File: src/rtl/intack_master_pkg.sv
// Shared definitions for the 8259 interrupt-acknowledge initiator and the PIC benches.
package intack_master_pkg;

  localparam int DATA_W              = 8;
  localparam int INTA_LOW_CYCLES_DEF = 2;
  localparam int INTA_GAP_CYCLES_DEF = 2;

  typedef enum logic [2:0] {
    ST_IDLE,
    ST_PULSE1,
    ST_GAP,
    ST_PULSE2,
    ST_HOLD,
    ST_RECOVER
  } intack_state_e;

  // Width of the shared down-counter: it must hold the longest state duration,
  // which is either a low pulse or the post-sequence recovery (gap + 2).
  function automatic int cnt_width(input int low, input int gap);
    int m;
    m = (low > gap + 2) ? low : gap + 2;
    return $clog2(m + 1);
  endfunction

endpackage

File: src/rtl/sync_2ff.sv
// Two-flop synchroniser for asynchronous PIC pins; both flops clear on reset.
module sync_2ff #(
  parameter int WIDTH = 1
) (
  input  logic             clk,
  input  logic             reset,
  input  logic [WIDTH-1:0] d,
  output logic [WIDTH-1:0] q
);

  logic [WIDTH-1:0] sync_p0;
  logic [WIDTH-1:0] sync_p1;

  // Metastability chain: first flop catches the async level, second one settles it.
  always_ff @(posedge clk) begin
    if (reset) begin
      sync_p0 <= '0;
      sync_p1 <= '0;
    end else begin
      sync_p0 <= d;
      sync_p1 <= sync_p0;
    end
  end

  assign q = sync_p1;

endmodule

File: src/rtl/intack_master.sv
// CPU-side 8259 INTA initiator: issues the two-pulse acknowledge, captures the
// vector during the second pulse and hands it to the core over valid/ready.
module intack_master
  import intack_master_pkg::*;
#(
  parameter int INTA_LOW_CYCLES = INTA_LOW_CYCLES_DEF,
  parameter int INTA_GAP_CYCLES = INTA_GAP_CYCLES_DEF
) (
  input  logic              clk,
  input  logic              reset,
  input  logic              int_req,
  input  logic              int_enable,
  input  logic [DATA_W-1:0] data_in,
  output logic              inta_n,
  output logic [DATA_W-1:0] vector_out,
  output logic              vector_valid,
  input  logic              vector_ready,
  output logic              spurious,
  output logic              busy
);

  localparam int               CNT_W  = cnt_width(INTA_LOW_CYCLES, INTA_GAP_CYCLES);
  localparam logic [CNT_W-1:0] LOW_LD = CNT_W'(INTA_LOW_CYCLES);
  localparam logic [CNT_W-1:0] GAP_LD = CNT_W'(INTA_GAP_CYCLES);
  localparam logic [CNT_W-1:0] REC_LD = CNT_W'(INTA_GAP_CYCLES + 2);
  localparam logic [CNT_W-1:0] ONE    = CNT_W'(1);

  intack_state_e     state, state_nxt;
  logic [CNT_W-1:0]  cnt, cnt_nxt;
  logic              inta_n_nxt;
  logic [DATA_W-1:0] vector_nxt;
  logic              valid_nxt;
  logic              spurious_nxt;
  logic              int_sync;
  logic              cnt_last;

  sync_2ff #(.WIDTH(1)) u_int_sync (
    .clk   (clk),
    .reset (reset),
    .d     (int_req),
    .q     (int_sync)
  );

  assign cnt_last = (cnt == ONE);
  assign busy     = (state != ST_IDLE);

  // State, counter and all outputs are registered so inta_n is glitch-free.
  always_ff @(posedge clk) begin
    if (reset) begin
      state        <= ST_IDLE;
      cnt          <= '0;
      inta_n       <= 1'b1;
      vector_out   <= '0;
      vector_valid <= 1'b0;
      spurious     <= 1'b0;
    end else begin
      state        <= state_nxt;
      cnt          <= cnt_nxt;
      inta_n       <= inta_n_nxt;
      vector_out   <= vector_nxt;
      vector_valid <= valid_nxt;
      spurious     <= spurious_nxt;
    end
  end

  // Sequencer: once PULSE1 starts, both pulses always complete regardless of INT/enable.
  always_comb begin
    state_nxt    = state;
    cnt_nxt      = cnt;
    inta_n_nxt   = inta_n;
    vector_nxt   = vector_out;
    valid_nxt    = vector_valid;
    spurious_nxt = spurious;
    case (state)
      ST_IDLE: begin
        if (int_sync && int_enable) begin
          state_nxt  = ST_PULSE1;
          cnt_nxt    = LOW_LD;
          inta_n_nxt = 1'b0;
        end
      end
      ST_PULSE1: begin
        if (cnt_last) begin
          state_nxt  = ST_GAP;
          cnt_nxt    = GAP_LD;
          inta_n_nxt = 1'b1;
        end else begin
          cnt_nxt = cnt - ONE;
        end
      end
      ST_GAP: begin
        if (cnt_last) begin
          state_nxt    = ST_PULSE2;
          cnt_nxt      = LOW_LD;
          inta_n_nxt   = 1'b0;
          // INT already gone here means the PIC will answer with its default vector.
          spurious_nxt = !int_sync;
        end else begin
          cnt_nxt = cnt - ONE;
        end
      end
      ST_PULSE2: begin
        if (cnt_last) begin
          state_nxt  = ST_HOLD;
          inta_n_nxt = 1'b1;
          vector_nxt = data_in;
          valid_nxt  = 1'b1;
        end else begin
          cnt_nxt = cnt - ONE;
        end
      end
      ST_HOLD: begin
        if (vector_valid && vector_ready) begin
          state_nxt = ST_RECOVER;
          cnt_nxt   = REC_LD;
          valid_nxt = 1'b0;
        end
      end
      ST_RECOVER: begin
        // Lets the PIC drop INT and the synchroniser flush before re-arming.
        if (cnt_last) begin
          state_nxt = ST_IDLE;
        end else begin
          cnt_nxt = cnt - ONE;
        end
      end
      default: begin
        state_nxt  = ST_IDLE;
        inta_n_nxt = 1'b1;
      end
    endcase
  end

endmodule
File: config.mk
export PLATFORM = sky130hd
export DESIGN_NAME = intack_master
export DESIGN_NICKNAME = d
export VERILOG_FILES = /design/src/rtl/intack_master_pkg.sv /design/src/rtl/sync_2ff.sv /design/src/rtl/intack_master.sv
export SDC_FILE = /design/constraint.sdc
export NUM_CORES = 1
export LEC_CHECK = 0
export BUFFER_PORTS_ARGS = -buffer_cell sky130_fd_sc_hd__buf_2
export CORE_ASPECT_RATIO = 1.2
export CORE_MARGIN = 1
export CORE_UTILIZATION = 45
export CTS_CLUSTER_DIAMETER = 50
export CTS_CLUSTER_SIZE = 14
export DETAILED_ROUTE_END_ITERATION = 7
export MAX_ROUTING_LAYER = met4
export PLACE_DENSITY = 0.73
export REMOVE_ABC_BUFFERS = 1
export SYNTH_ARGS = -nofsm -noshare
export SYNTH_HDL_FRONTEND = slang
export SYNTH_HIERARCHICAL = 1
export SYNTH_SLANG_ARGS = --single-unit
export TNS_END_PERCENT = 5
File: constraint.sdc
create_clock -name clk -period 1.7 [get_ports clk]
set_clock_uncertainty 0.15 [all_clocks]
set_input_delay 0.085 -clock clk [delete_from_list [all_inputs] [get_ports clk]]
set_output_delay 0.085 -clock clk [all_outputs]
set_load 0.005 [all_outputs]
; Yosys cells after proc, flatten, opt, wreduce, memory -nomap -nowiden
; Index checks and enable logic that the tools add are counted.
[totals]
inputBits = 13
ff_bits = 19
[op_classes]
n_mux = 18
reduce_logical = 17
n_bitwise = 1
addsub = 1
eq_ne = 14
[ops]
columns = operator, count
row1 = two-way mux 3 bit, 10
row2 = one-hot mux 3 bit (6 select lines), 1
row3 = "!= test 2 bit, second input constant", 7
row4 = one-hot mux 3 bit (4 select lines), 1
row5 = AND reduction 4 bit, 2
row6 = OR reduction 2 bit, 4
row7 = "equality test 3 x 1 -> 1 bit, second input constant", 2
row8 = "equality test 3 x 2 -> 1 bit, second input constant", 2
row9 = "equality test 3 bit, second input constant", 2
row10 = AND reduction 6 bit, 1
row11 = two-way mux 1 bit, 4
row12 = one-hot mux 1 bit (4 select lines), 1
row13 = AND reduction 2 bit, 2
row14 = nonzero test 4 bit, 1
row15 = logical NOT 3 bit, 1
row16 = AND reduction 3 bit, 1
row17 = nonzero test 3 bit, 1
row18 = "subtractor 3 x 1 -> 3 bit, second input constant", 1
row19 = logical AND 1 bit, 2
row20 = "!= test 2 x 1 -> 1 bit, second input constant", 1
row21 = one-hot mux 1 bit (2 select lines), 1
row22 = nonzero test 2 bit, 1
row23 = logical NOT 1 bit, 1
row24 = NOT 1 bit, 1

; Longest topological paths before layout
; Gate-level depths: netlist of run 1.
[logic_depth]
ltp_word = 4
depth_mapped = 8
mapped_depth_nobuf = 7

; Cells and area by module
; Netlist of run 1, hierarchy kept.
[by_module_without_submodules]
columns = module, instances, cells_each, seq_area_each_um2, area_each_um2
row1 = intack_master, 1, 100, 340.3, 890.9
row2 = sync_2ff, 1, 4, 40.0, 52.6

; Worst setup path after synthesis of run 1
; Ideal clock, no wire load.
[synth_timing]
path_type = flip-flop to flip-flop
start = reg cnt[1]
end = reg cnt[1]
path_buffers = 1
arrival_time_ps = 1382
setup_time_ps = 100
setup_slack_ps = 69
path_stages_with_launch = 9
path_cell_list = dfxtp_1 > inv_1 > ha_1 > and3b_1 > buf_6 > a21oi_4 > o22a_2 > nor2_1 > a2111oi_4
[synth_via]
elab_chain_cells = 3
word_cells_on_any_way = 7
cone_classes = add/sub: 1 / eq/ne: 2 / mux: 3 / reduce/logical: 1
[synth_lines]
columns = element, line_no
row1 = "start, declared", intack_master.sv:29  ; logic [CNT_W-1:0] cnt, cnt_nxt;
row2 = "start signal, assigned", intack_master.sv:58  ; cnt <= cnt_nxt;
row3 = subtractor 3 x 1 -> 3 bit or equality test 3 x 1 -> 1 bit (tied branches), n/a
row4 = "two-way mux 3 bit, or another cell as far along", "intack_master.sv:103, intack_master.sv:121"
row5 = one-hot mux 3 bit (4 select lines) or AND reduction 4 bit (tied branches), n/a
; Parallel ways exist; a longest one is shown, timed or not. The select of a mux whose other input is x is not followed.
; A chain may end at the register's enable or synchronous reset.

; Worst setup path in the final report of run 1
[layout_timing]
start = reg cnt[1]
end = reg cnt[0]
[layout_via]
elab_chain_cells = 3
word_cells_on_any_way = 5
cone_classes = eq/ne: 2 / mux: 2 / reduce/logical: 1
[layout_lines]
columns = element, line_no
row1 = equality test 3 x 1 -> 1 bit (*), intack_master.sv:44  ; assign cnt_last = (cnt == ONE);
row2 = two-way mux 3 bit or != test 2 bit (tied branches), n/a
row3 = one-hot mux 3 bit (4 select lines) or AND reduction 4 bit (tied branches), n/a
; Mark *: on every way between the ends. The rest lies on a longest branch, timed or not.

==> results of run 1 <==
-- metal layers --
| metal | wire (um) | vias to the layer above | track usage, % |
|---|---|---|---|
| met4 | 17 | 0 | 8.333 |
| li1 | - | 445 | - |
| met2 | 1229 | 29 | 40.55 |
| met1 | 889 | 425 | 24.57 |
| met5 | 0 | - | - |
| met3 | 76 | 4 | 2.431 |
-- state kept, by name (all words and copies together) (netlist names) --
name	cells
vector_valid	1
cnt	3
u_int_sync/q	1
state	3
inta_n	1
u_int_sync/sync_p0	1
spurious	1
vector_out	8
-- repair_timing --
item,4_1_cts,5_1_grt
pin swaps,2,1
hold buffers,9,0
endpoints found under the setup margin,8,4
resized for setup,8,1
gates cloned,0,0
endpoints found under the hold margin,9,0
setup buffers,2,2
-- how the worst max path moves through the flow --
stage             start  cells past startpoint     end  slack, ns
2_1_floorplan  state[2]                      5  cnt[1]      -0.01
3_3_place_gp     cnt[1]                      6  inta_n       0.04
3_5_place_dp     cnt[1]                      6  inta_n      -0.08
4_1_cts          cnt[1]                      7  cnt[1]       0.02
5_1_grt          cnt[1]                      8  cnt[0]      -0.02
6_report         cnt[1]                      8  cnt[0]       0.03
-- worst reg2reg max path: cells and delay by family (launching register included) --
kind	cells	cell delay, ns
fa+ha+maj	1	0.13
compound gates	3	0.41
flops	1	0.34
buf+inv	2	0.21
simple gates	2	0.37
-- placed cells by master, fill, tap and decap left out, types with 2 or more instances in the layout --
cell	instances
or3_1	2
clkbuf_4	3
dfxtp_2	2
dlygate4sd3_1	9
a21oi_1	8
nor2_1	14
nand2b_1	4
inv_1	5
buf_2	24
dfxtp_1	17
nand2_1	4
and3_1	2
nor2b_1	3
nor3_1	2
o21ai_0	5
buf_4	11
mux2i_1	8
-- final cells by class --
cell class / instances / share of cell area (%)
tap: 19 / 1.868
timing repair buffer: 44 / 23.01
sequential: 19 / 30.09
multi-input combinational: 72 / 41.20
inverter: 6 / 1.770
clock buffer: 4 / 2.065
-- stage by stage --
stage	hold WS, ns	util, %	std cells	area (um2)	setup WS (ns)
finish	0.03090	66.47	164	1272	0.03143
floorplan	-0.0007251	-	97	904.6	-0.01089
global placement	0.1428	57.52	147	1101	0.03633
global route	0.03578	66.47	164	1272	-0.01844
CTS	0.02548	65.56	162	1255	0.02112
detailed placement	0.1560	57.52	147	1101	-0.07543
-- cell families (layout without fill, tap and decap cells) --
kind of cell               Yosys count  count (layout)  share of synthesized area [%]
xor gates and xnor gates             1               1                         0.9286
muxes                                8               8                          8.488
DFF                                 19              19                          40.32
and+or+nand+nor                     36              36                          20.56
AOI/OAI and AO/OA                   24              24                          19.50
buffers and inverters               13              54                          6.499
adders and majority gates            3               3                          3.713
-- where the power goes --
part | switching [mW] | internal [mW] | total, mW
sequential | 0.00571 | 0.453 | 0.458
clock | 0.134 | 0.0912 | 0.225
combinational | 0.0450 | 0.0546 | 0.0996
==> summary.md, run 1 <==
The maximum fanout encountered on the critical timing path is 3, and the count of warnings emitted by yosys is 6. The first routing iteration left 14 violations. By count the netlist is led by dfxtp_1, nor2_1, a21oi_1, mux2i_1, inv_1. The footprint of the multi-input gates is 524.3 um2. The share of synthesized area in the top cell type comes to 40.32%. In this run the static leakage power is 0.5187 nW. The number of vias per cell is 5.506. In this run the clock root is driven by a clkbuf_4.

The start point of the worst hold path was reset. The completed layout was analyzed and its total power is 0.7832 mW. The total CTS buffers was 3. The worst register-to-register path begins at cnt[1]. On the critical path, the stage with the largest delay is an instance of dfxtp_2. For flop-to-flop paths, the worst setup slack is 0.03 ns.

Static timing analysis puts the maximum clock frequency at 0.5993 GHz. The biggest area consumer among synthesized cells is dfxtp_1. The areal power density over the cells was 615.5 nW/um2. The final critical delay including setup and external delays came out at 1.669 ns. The nature of the critical path endpoint was a register. The number of failing setup endpoints in the final timing report came out at 0.

The path with the worst hold slack has its endpoint at vector_out[1]. For the number of global-route vias before repair, the log shows 884. For this block, the routed nets add up to 2.212 mm of wire. The number of levels in the clock H-tree was 1; the wire length of the first global-routing pass was 3.698 mm.

Counting both buffers and inverters, the worst setup path holds a total of 2. Summed over all layers, the global routing overflow is 0. The startpoint type of the worst setup path was a register. The last weighted congestion value of the routability-driven placer is 0.8203. The antenna violation net count after detailed routing came out at 0. The tools report the number of antenna violations at the first check in global routing as 0. 0 antenna diodes ended up in the layout. The floorplan die height was 52.16 um; the count of flip-flops with a built-in enable after synthesis was 0. Across the whole layout, storage elements account for 382.9 um2.

In this design, the stage delay of the slowest critical-path cell is 0.34 ns. The final reports fail on design-rule violations. Synthesis produced a netlist whose cell count is 104. For the pin with the worst max-slew slack, the measured transition is 0.5245 ns. The kind of cell with the highest combined delay along the critical path is compound AO/OA/AOI/OAI gates.

The die span in x came out at 43.80 um. The worst hold path was traced through 2 stages. The number of detailed-routing iterations run before antenna repair came out at 6.

The die covers 2284 um2. After routing, the total negative slack on setup checks comes to 0 ns. Summed over all nets, the half-perimeter wirelength after detailed placement is 1.483 mm. The logs give 1.74 ns for the arrival time at the worst endpoint and 64.54% for the headroom to the max-slew limit. For the worst setup path, the data required time is 1.78 ns. The run gives 943.4 um2 as the post-synth design cell area. Post-CTS clock slew at the launch and capture registers of the worst setup and hold paths: 0.10 ns. The tools report the core footprint as 1914 um2. Relative to the synthesized area, the layout overhead comes to 34.88%.

Averaged over all synthesized cells, the footprint is 9.071 um2. In this run, synthesis produced a sequential element count of 19. After detailed routing, the average wire length per cell comes to 13.49 um. The unique cell type count in the Yosys netlist is 32. The worst min-delay path class is input pin to register. The tools report the share of synthesized area occupied by flip-flops and latches as 40.32%. The critical path goes through inv_2 > ha_4 > and3b_2 > a21oi_4 > o22a_2 > buf_4 > nand2b_1 > a21oi_1.

TritonCTS built the clock tree. After the last flow step, the layout net total stands at 161. Total clock sinks: 19. The final critical path takes up 98.15% of the cycle. The flow ran to the end, but the final reports show violations. The top flip-flop cell by instance count after synthesis is dfxtp_1.

The cell with the most instances after synthesis is dfxtp_1. The filler cells instantiated in the layout total 160. The tools report the worst ir drop on vdd as 510.6 uV.

Buffers placed on the I/O ports in this run total 24. The critical setup path kind is register to register. The run gives 25 as the number of placed I/O pins. Across the run, the number of max-cap violations was 0.

The maximum buffer depth of the clock tree was 2. The number of rows in the core area was 17. Yosys attributes the largest share of cell area to dfxtp_1, mux2i_1, nor2_1.

The final number of max-transition violations was 0; the final-report hold violation count was 0. The share of async-settable or async-resettable flops after synthesis was 0%. The endpoint identified for the worst register-to-register timing path is cnt[0]. Entering global routing, the biggest net connects 20 pins.

The overall global routing resource usage was 22.29%; the cell count of the worst reg-to-reg path was 8. The total number of vias was 903; the proportion of layout cells with a drive suffix above 1 was 34.48%. For the final routed DRC violation total, the log shows 1.

The logs give 49.28% for the initial core utilization and 0.29 ns for the source-to-sink clock delay at the later pin of the worst-skew pair. Setup repair after global routing could not meet its margin everywhere.
Note: power is estimated with default switching activity, not from simulation.
==> run 2: changes to the inputs <==
--- a/config.mk
+++ b/config.mk
@@ -5,7 +5,7 @@
 export SDC_FILE = /design/constraint.sdc
 export NUM_CORES = 1
 export LEC_CHECK = 0
-export BUFFER_PORTS_ARGS = -buffer_cell sky130_fd_sc_hd__buf_2
+export BUFFER_PORTS_ARGS = -buffer_cell sky130_fd_sc_hd__buf_4
 export CORE_ASPECT_RATIO = 1.2
 export CORE_MARGIN = 1
 export CORE_UTILIZATION = 45
==> run 2 against run 1 <==
The run ends with design-rule violations, negative setup slack left. Utilization rose by 4.4 points. Combinational power increased by 6%. Global-route usage fell by 0.67 points. Highest routed layer unchanged. Critical path type unchanged. Die area stayed put. Critical path depth down 1. Via count rose by 0.11%. Critical endpoint is now cnt[1]. First-iteration DRC count is 7.1% higher. Register-to-register slack got worse by 0.05 ns. Count of clock-buffer cells in the layout stayed put. Sequential share of layout area fell by 1.9 points. Final cell count is 0.61% higher.
==> summary.md, run 2 (synthesis results as in run 1) <==
The flow ran to the end, but the final reports show violations. The final reports fail on design-rule violations, negative setup slack. The tools report the met3 layer usage reported by global route as 2.778% (+0.35 points). STA classifies the critical path endpoint as a register. Post-layout instance count excluding filler cells: 165 (+0.61%).

Floorplan die height: 52.16 um (unchanged). The total CTS buffers is 3 (unchanged). The fill cell instance count of the final layout is 141 (-12%).

The last weighted congestion value of the routability-driven placer came out at 0.7854 (-4.3%). The maximum operating frequency came out at 0.5812 GHz (-3.0%). The critical path goes through inv_2 > ha_4 > and3b_2 > a21oi_4 > o22a_2 > nor2_2 > a2111oi_4. The family with the most delay on the worst path is compound AO/OA/AOI/OAI gates. The core footprint is 1914 um2 (unchanged).

The number of placed I/O pins is 25 (unchanged). The largest stage delay on the critical path was 0.36 ns (+0.02 ns); the final routed DRC violation total was 1 (unchanged). Initial core utilization: 49.28% (unchanged). The library cell used most frequently in the layout, excluding fill and tap cells, is buf_4. The number of diodes was 0 (unchanged); the die span in x was 43.80 um (unchanged).

The tools report the number of detailed-routing iterations run before antenna repair as 6 (unchanged). For the number of failing setup endpoints in the final timing report, the log shows 1 (+1). The proportion of layout cells with a drive suffix above 1 works out to 34.25% (-0.24 points).

The setup TNS was -0.02047 ns (-0.02047 ns). Final cycle utilization of the critical path: 101.2% (+3.1 points). The number of antenna violations at the first check in global routing came out at 0 (unchanged). The largest registers in the layout are vector_out (8), cnt (3), state (3). The arrival time at the worst endpoint came out at 1.78 ns (+0.04 ns). The minimum setup slack among reg-to-reg paths came out at -0.02 ns (-0.05 ns).

The logs give 15 (+1) for the violation count after the first detailed-route iteration and 17 (unchanged) for the number of rows in the core area. The areal power density over the cells is 586.3 nW/um2 (-4.7%). The number of vias per cell came out at 5.479 (-0.50%). The tools report the cell chosen for the clock root as clkbuf_4.

In the layout the commonest cells are buf_4, dfxtp_1, nor2_1, dlygate4sd3_1, a21oi_1. The tools report the total placed cells including tap cells as 148 (+0.68%). The number of buffer and inverter instances along the worst setup path came out at 1 (-1).

Area of the die: 2284 um2 (unchanged). The final-report hold violation count was 0 (unchanged). The logs give 0 (unchanged) for the number of violations of the max-capacitance limit and 0.30 ns (about the same) for the source-to-sink clock delay at the later pin of the worst-skew pair. The cell count of the worst reg-to-reg path works out to 7 (-1). The net total in the final layout is 162 (+0.62%). The total clock sinks was 19 (unchanged); the depth of the critical timing path with buffers and inverters included was 7 (-1). The quantity of I/O buffers inserted on ports is 24 (unchanged).

TritonCTS built the clock tree. The cell depth of the worst min-delay path was 4 (+2). The worst ir drop on vdd was 395.8 uV (-22%); the number of global-route vias before repair was 833 (-5.8%). For the footprint of the multi-input gates, the log shows 544.3 um2 (+3.8%). Pin count of the biggest net entering global routing: 20 (unchanged). Post-layout total power: 0.7959 mW (+1.6%).

Setup repair after global routing could not meet its margin everywhere. The slew at the pin with the worst max-slew slack came out at 0.5076 ns (-0.01686 ns). The layout overhead on the synthesized area was 43.90%; the headroom to the max-slew limit was 65.68% (+1.1 points). The startpoint type of the worst setup path was a register. The final worst setup slack is -0.02047 ns (-0.05190 ns), and the final number of max-transition violations is 0 (unchanged).

The routing usage on met1 is 23.71% (-0.86 points). The tools report the total congestion overflow after global routing as 0 (unchanged). The critical setup path kind is register to register. The wire length of the first global-routing pass is 3.532 mm (-4.5%). The tools report the overall global routing resource usage as 21.62% (-0.67 points).

The total non-filler cell area in the finished layout is 1358 um2 (+6.7%), and the leakage power is 0.5466 nW (+5.4%). The met2 capacity usage during global routing was 38.06% (-2.5 points); the maximum fanout encountered on the critical timing path was 4 (+1). The logs give 1 (unchanged) for the number of levels in the clock H-tree and 382.9 um2 (unchanged) for the area used by sequential logic in the layout. The final critical delay including setup and external delays is 1.720 ns (+0.05190 ns). The run gives 0.09935 ns (+0.06844 ns) as the final hold slack. The worst hold path belongs to the class input pin to register. The run gives 1.76 ns (-0.02 ns) as the worst endpoint required time. Highest-utilization routing layer at the global route stage: met2. The total half-perimeter wirelength after legalization and detailed placement was 1.462 mm (-1.4%). The antenna violation net count after detailed routing is 0 (unchanged), and the number of flip-flops in the largest register is 8 (unchanged).

The post-CTS clock slew at the launch and capture registers of the worst setup and hold paths works out to 0.11 ns (about the same). The total wire length was 2.427 mm (+9.7%); the total number of vias was 904 (+0.11%). Average wire per standard cell: 14.71 um (+9.1%). The tools report the maximum buffer depth of the clock tree as 2 (unchanged). The largest individual stage delay along the critical path comes from the cell dfxtp_2.

vector_out holds more flip-flops than any other register. For the placement-stage cell area, the log shows 1169 um2 (+6.1%).
[run 2: layer usage]
layer	up-vias	wire length, um	part of all wire, %
li1	448	-	-
met1	420	976	40
met2	27	1315	54
met3	9	87	3.6
met4	0	48	2.0
met5	-	0	0
[run 2: final cells by class]
type                       instances  share of cell area [%]
clock buffer                       4                   1.935
tap                               19                   1.751
timing repair buffer              44                   26.36
sequential                        19                   28.20
multi-input combinational         73                   40.09
inverter                           6                   1.659
[run 2: repair_timing]
item | 4_1_cts | 5_1_grt
setup endpoints to repair | 9 | 12
pin swaps | 0 | 5
endpoints found under the hold margin | 16 | 0
setup buffers | 0 | 1
resized for setup | 2 | 9
hold buffers | 11 | 0
gates cloned | 0 | 1
[run 2: worst register-to-register path, delay by kind of cell (launching register included)]
kind	cells	cell delay (ns)
buffers and inverters	1	0.05
AND/OR/NAND/NOR	2	0.32
adder cells (fa/ha/maj)	1	0.16
flip-flops	1	0.36
AO/OA/AOI/OAI	3	0.59
[run 2: power by group]
group | internal [mW] | switching (mW)
Sequential | 0.453 | 0.00570
Clock | 0.0916 | 0.140
Combinational | 0.0611 | 0.0448
[run 2: worst paths after layout]
check	from	endpoint
min	vector_ready	vector_valid
max	cnt[1]	cnt[1]
min reg2reg	u_int_sync/q	spurious
max reg2reg	cnt[1]	cnt[1]
[run 2: through the flow]
stage | setup WS [ns] | utilization, %
after floorplan | -0.01089 | -
after global placement | 0.03727 | 61.05
after detailed placement | -0.03753 | 61.05
after CTS | -0.01627 | 68.30
after global routing | -0.07361 | 70.91
final | -0.02047 | 70.91
==> run 3: changes to the inputs <==
==> constraint.sdc (replaced) <==
create_clock -name clk -period 1.57 [get_ports clk]
set_clock_uncertainty 0.15 [all_clocks]
set_input_delay 0.0785 -clock clk [delete_from_list [all_inputs] [get_ports clk]]
set_output_delay 0.0785 -clock clk [all_outputs]
set_load 0.005 [all_outputs]
==> run 3 against run 2 <==
The flow still finishes with violations (design-rule violations, negative setup slack). Routed wire length fell by 8.6%. Final cell count rose by 2.4%. Sequential power rose by 8.1%.
==> summary.md, run 3 (synthesis results as in run 1) <==
Setup repair after global routing could not meet its margin everywhere. The proportion of layout cells with a drive suffix above 1 is 38.67% (+4.4 points). For the sum of met2 wire segment lengths after detailed routing, the log shows 1.186 mm (-9.8%). The average wire per standard cell works out to 13.13 um (-11%). Number of flip-flops in the largest register: 8 (unchanged).

The cell count of the worst reg-to-reg path is 6 (-1). The logs give -0.03 ns (about the same) for the minimum setup slack among reg-to-reg paths and 23.05% (+1.4 points) for the overall global routing resource usage. The slew at the pin with the worst max-slew slack came out at 0.5062 ns (-0.001463 ns).

The tools report the arrival time at the worst endpoint as 1.66 ns (-0.12 ns). The tools report the maximum buffer depth of the clock tree as 2 (unchanged). The placement-stage cell area came out at 1196 um2 (+2.4%). The run gives 150 (+1.4%) as the total placed cells including tap cells. The number of violations of the max-capacitance limit was 0 (unchanged). The fill cell instance count of the final layout was 128 (-9.2%).

The run gives 0 (unchanged) as the antenna violation net count after detailed routing. The tools report the wire length of the first global-routing pass as 3.698 mm (+4.7%). The critical path ends at cnt[2]. The areal power density over the cells is 618.0 nW/um2 (+5.4%).

The number of global-route vias before repair is 904 (+8.5%), and the largest stage delay on the critical path is 0.34 ns (-0.02 ns). The number of levels in the clock H-tree came out at 1 (unchanged). The number of rows in the core area is 17 (unchanged). The logs give 25 (unchanged) for the number of placed I/O pins and 20 (unchanged) for the pin count of the biggest net entering global routing.

Area of the die: 2284 um2 (unchanged). Die span in x: 43.80 um (unchanged). The setup path with the least slack is of type register to register. The total number of vias is 883 (-2.3%). The final-report hold violation count is 0 (unchanged), and the number of failing setup endpoints in the final timing report is 6 (+5). The number of vias per cell is 5.225 (-4.6%). The total clock sinks is 19 (unchanged). The slowest stage of the critical path is the dfxtp_2 cell. The final worst setup slack came out at -0.02582 ns (-0.005348 ns). Endpoint of the most critical register-to-register path: cnt[2].

The checks that failed: design-rule violations, negative setup slack. The quantity of I/O buffers inserted on ports came out at 24 (unchanged). Number of antenna violations at the first check in global routing: 0 (unchanged). The signal on the critical path passes through inv_2 > ha_4 > and3b_2 > a21oi_4 > o22a_2 > o32ai_1.

The most frequent standard cell in the layout excluding fill and tap cells was buf_4. Final number of max-transition violations: 0 (unchanged). The tools report the cell chosen for the clock root as clkbuf_4. The worst ir drop on vdd was 656.7 uV (+66%); the final cycle utilization of the critical path was 101.6% (+0.44 points). The final routed DRC violation total is 1 (unchanged), and the number of detailed-routing iterations run before antenna repair is 5 (-1).

The total CTS buffers is 3 (unchanged). The run gives 1.419 mm (-3.0%) as the total half-perimeter wirelength after legalization and detailed placement. The start point of the critical path is cnt[1]. The detailed-routing wirelength on met1 was 934 um (-4.3%); the initial core utilization was 49.28% (unchanged). The tools report the headroom to the max-slew limit as 65.78% (+0.099 points). The library cells used most frequently in the layout, excluding fill and tap cells, are buf_4, dfxtp_1, nor2_1, dlygate4sd3_1. The start of the worst register-to-register path was cnt[1].

TritonCTS built the clock tree. The floorplan die height was 52.16 um (unchanged); the setup TNS was -0.1009 ns (-0.08044 ns). The number of buffer and inverter instances along the worst setup path was 1 (unchanged); the maximum fanout encountered on the critical timing path was 4 (unchanged). Routed signal wires occupy layers up through met4. The post-placement worst setup slack was -0.1474 ns (-0.1099 ns); the core footprint was 1914 um2 (unchanged). The source-to-sink clock delay at the later pin of the worst-skew pair is 0.30 ns (about the same).

The logs give 1426 um2 (+5.1%) for the total non-filler cell area in the finished layout and 1.63 ns (-0.13 ns) for the worst endpoint required time. In this run the worst hold path is classified as input pin to register. The tools report the met3 layer wire length in the routed design as 69 um (-21%).

The tools report the number of diodes as 0 (unchanged). Ranked by flip-flop count, first place goes to vector_out. The tools report the nature of the critical path endpoint as a register. The total wire length was 2.219 mm (-8.6%).

From synthesis to final layout, the design area changed by 51.19%. The last weighted congestion value of the routability-driven placer is 0.7819 (-0.45%). For the maximum operating frequency, the log shows 0.6266 GHz (+7.8%). The final critical delay including setup and external delays was 1.596 ns (-0.1247 ns); the violation count after the first detailed-route iteration was 4 (-11). The tools report the net total in the final layout as 166 (+2.5%). The post-layout instance count excluding filler cells was 169 (+2.4%). The run gives 0.5778 nW (+5.7%) as the leakage power.

The tools report the startpoint type of the worst setup path as a register. For the total congestion overflow after global routing, the log shows 0 (unchanged). Family with the most delay on the worst path: compound AO/OA/AOI/OAI gates.

The depth of the critical timing path with buffers and inverters included is 6 (-1), and the post-layout total power is 0.8815 mW (+11%). The post-CTS clock slew at the launch and capture registers of the worst setup and hold paths works out to 0.11 ns (about the same). In the final layout, the registers with the most flip-flops are vector_out (8), cnt (3), state (3). The run finished, with violations left.
-- run 3: cell types whose count changed in the layout (fill, tap and decap cells not counted), sizes merged --
cell / delta
buf: +4
-- run 3: worst min-delay path: stages --
cell and delay (ns):
buf_4 0.08, nand2_1 0.06, o21ai_0 0.15, a21oi_1 0.06
-- run 3: area by class of cell --
cell class                      count  area (um2)  share of cell area [%]
Tap cell                           19       23.77                   1.667
Clock buffer                        4       26.28                   1.842
Inverter                            6       22.52                   1.579
Sequential cell                    19       386.6                   27.11
Timing Repair Buffer               48       400.4                   28.07
Multi-Input combinational cell     73       566.8                   39.74
-- run 3: what timing repair did --
item	4_1_cts	5_1_grt
pin swaps	6	6
resized for setup	13	6
endpoints found under the setup margin	14	15
endpoints found under the hold margin	16	0
hold buffers	11	0
cloned	1	0
setup buffers	3	0
-- run 3: how the worst min path moves through the flow --
| stage | start | endpoint | slack (ns) | depth (start not counted) |
|---|---|---|---|---|
| finish | vector_ready | vector_valid | 0.03 | 4 |
| global placement | int_req | u_int_sync/sync_p0 | 0.14 | 2 |
| CTS | vector_ready | vector_valid | 0.03 | 4 |
| floorplan | reset | cnt[1] | -0.007 | 1 |
| detailed placement | int_req | u_int_sync/sync_p0 | 0.16 | 2 |
| global route | vector_ready | vector_valid | 0.06 | 4 |
-- run 3: metal layers --
metal,up-vias,track usage (%)
met3,2,4.514
met4,0,8.333
met1,404,23.76
met5,-,-
met2,21,42.54
li1,456,-
-- run 3: through the flow --
stage / hold slack, ns / utilization [%]
floorplan: -0.007225 / -
global placement: 0.1394 / 62.48
detailed placement: 0.1647 / 62.48
CTS: 0.02640 / 73.66
global route: 0.05930 / 74.51
finish: 0.02707 / 74.51
-- run 3: power breakdown --
part | total (mW) | switching (mW) | internal, mW
clock | 0.253 | 0.154 | 0.0992
combinational | 0.134 | 0.0551 | 0.0788
sequential | 0.495 | 0.00568 | 0.489
total | 0.882 | 0.214 | 0.667
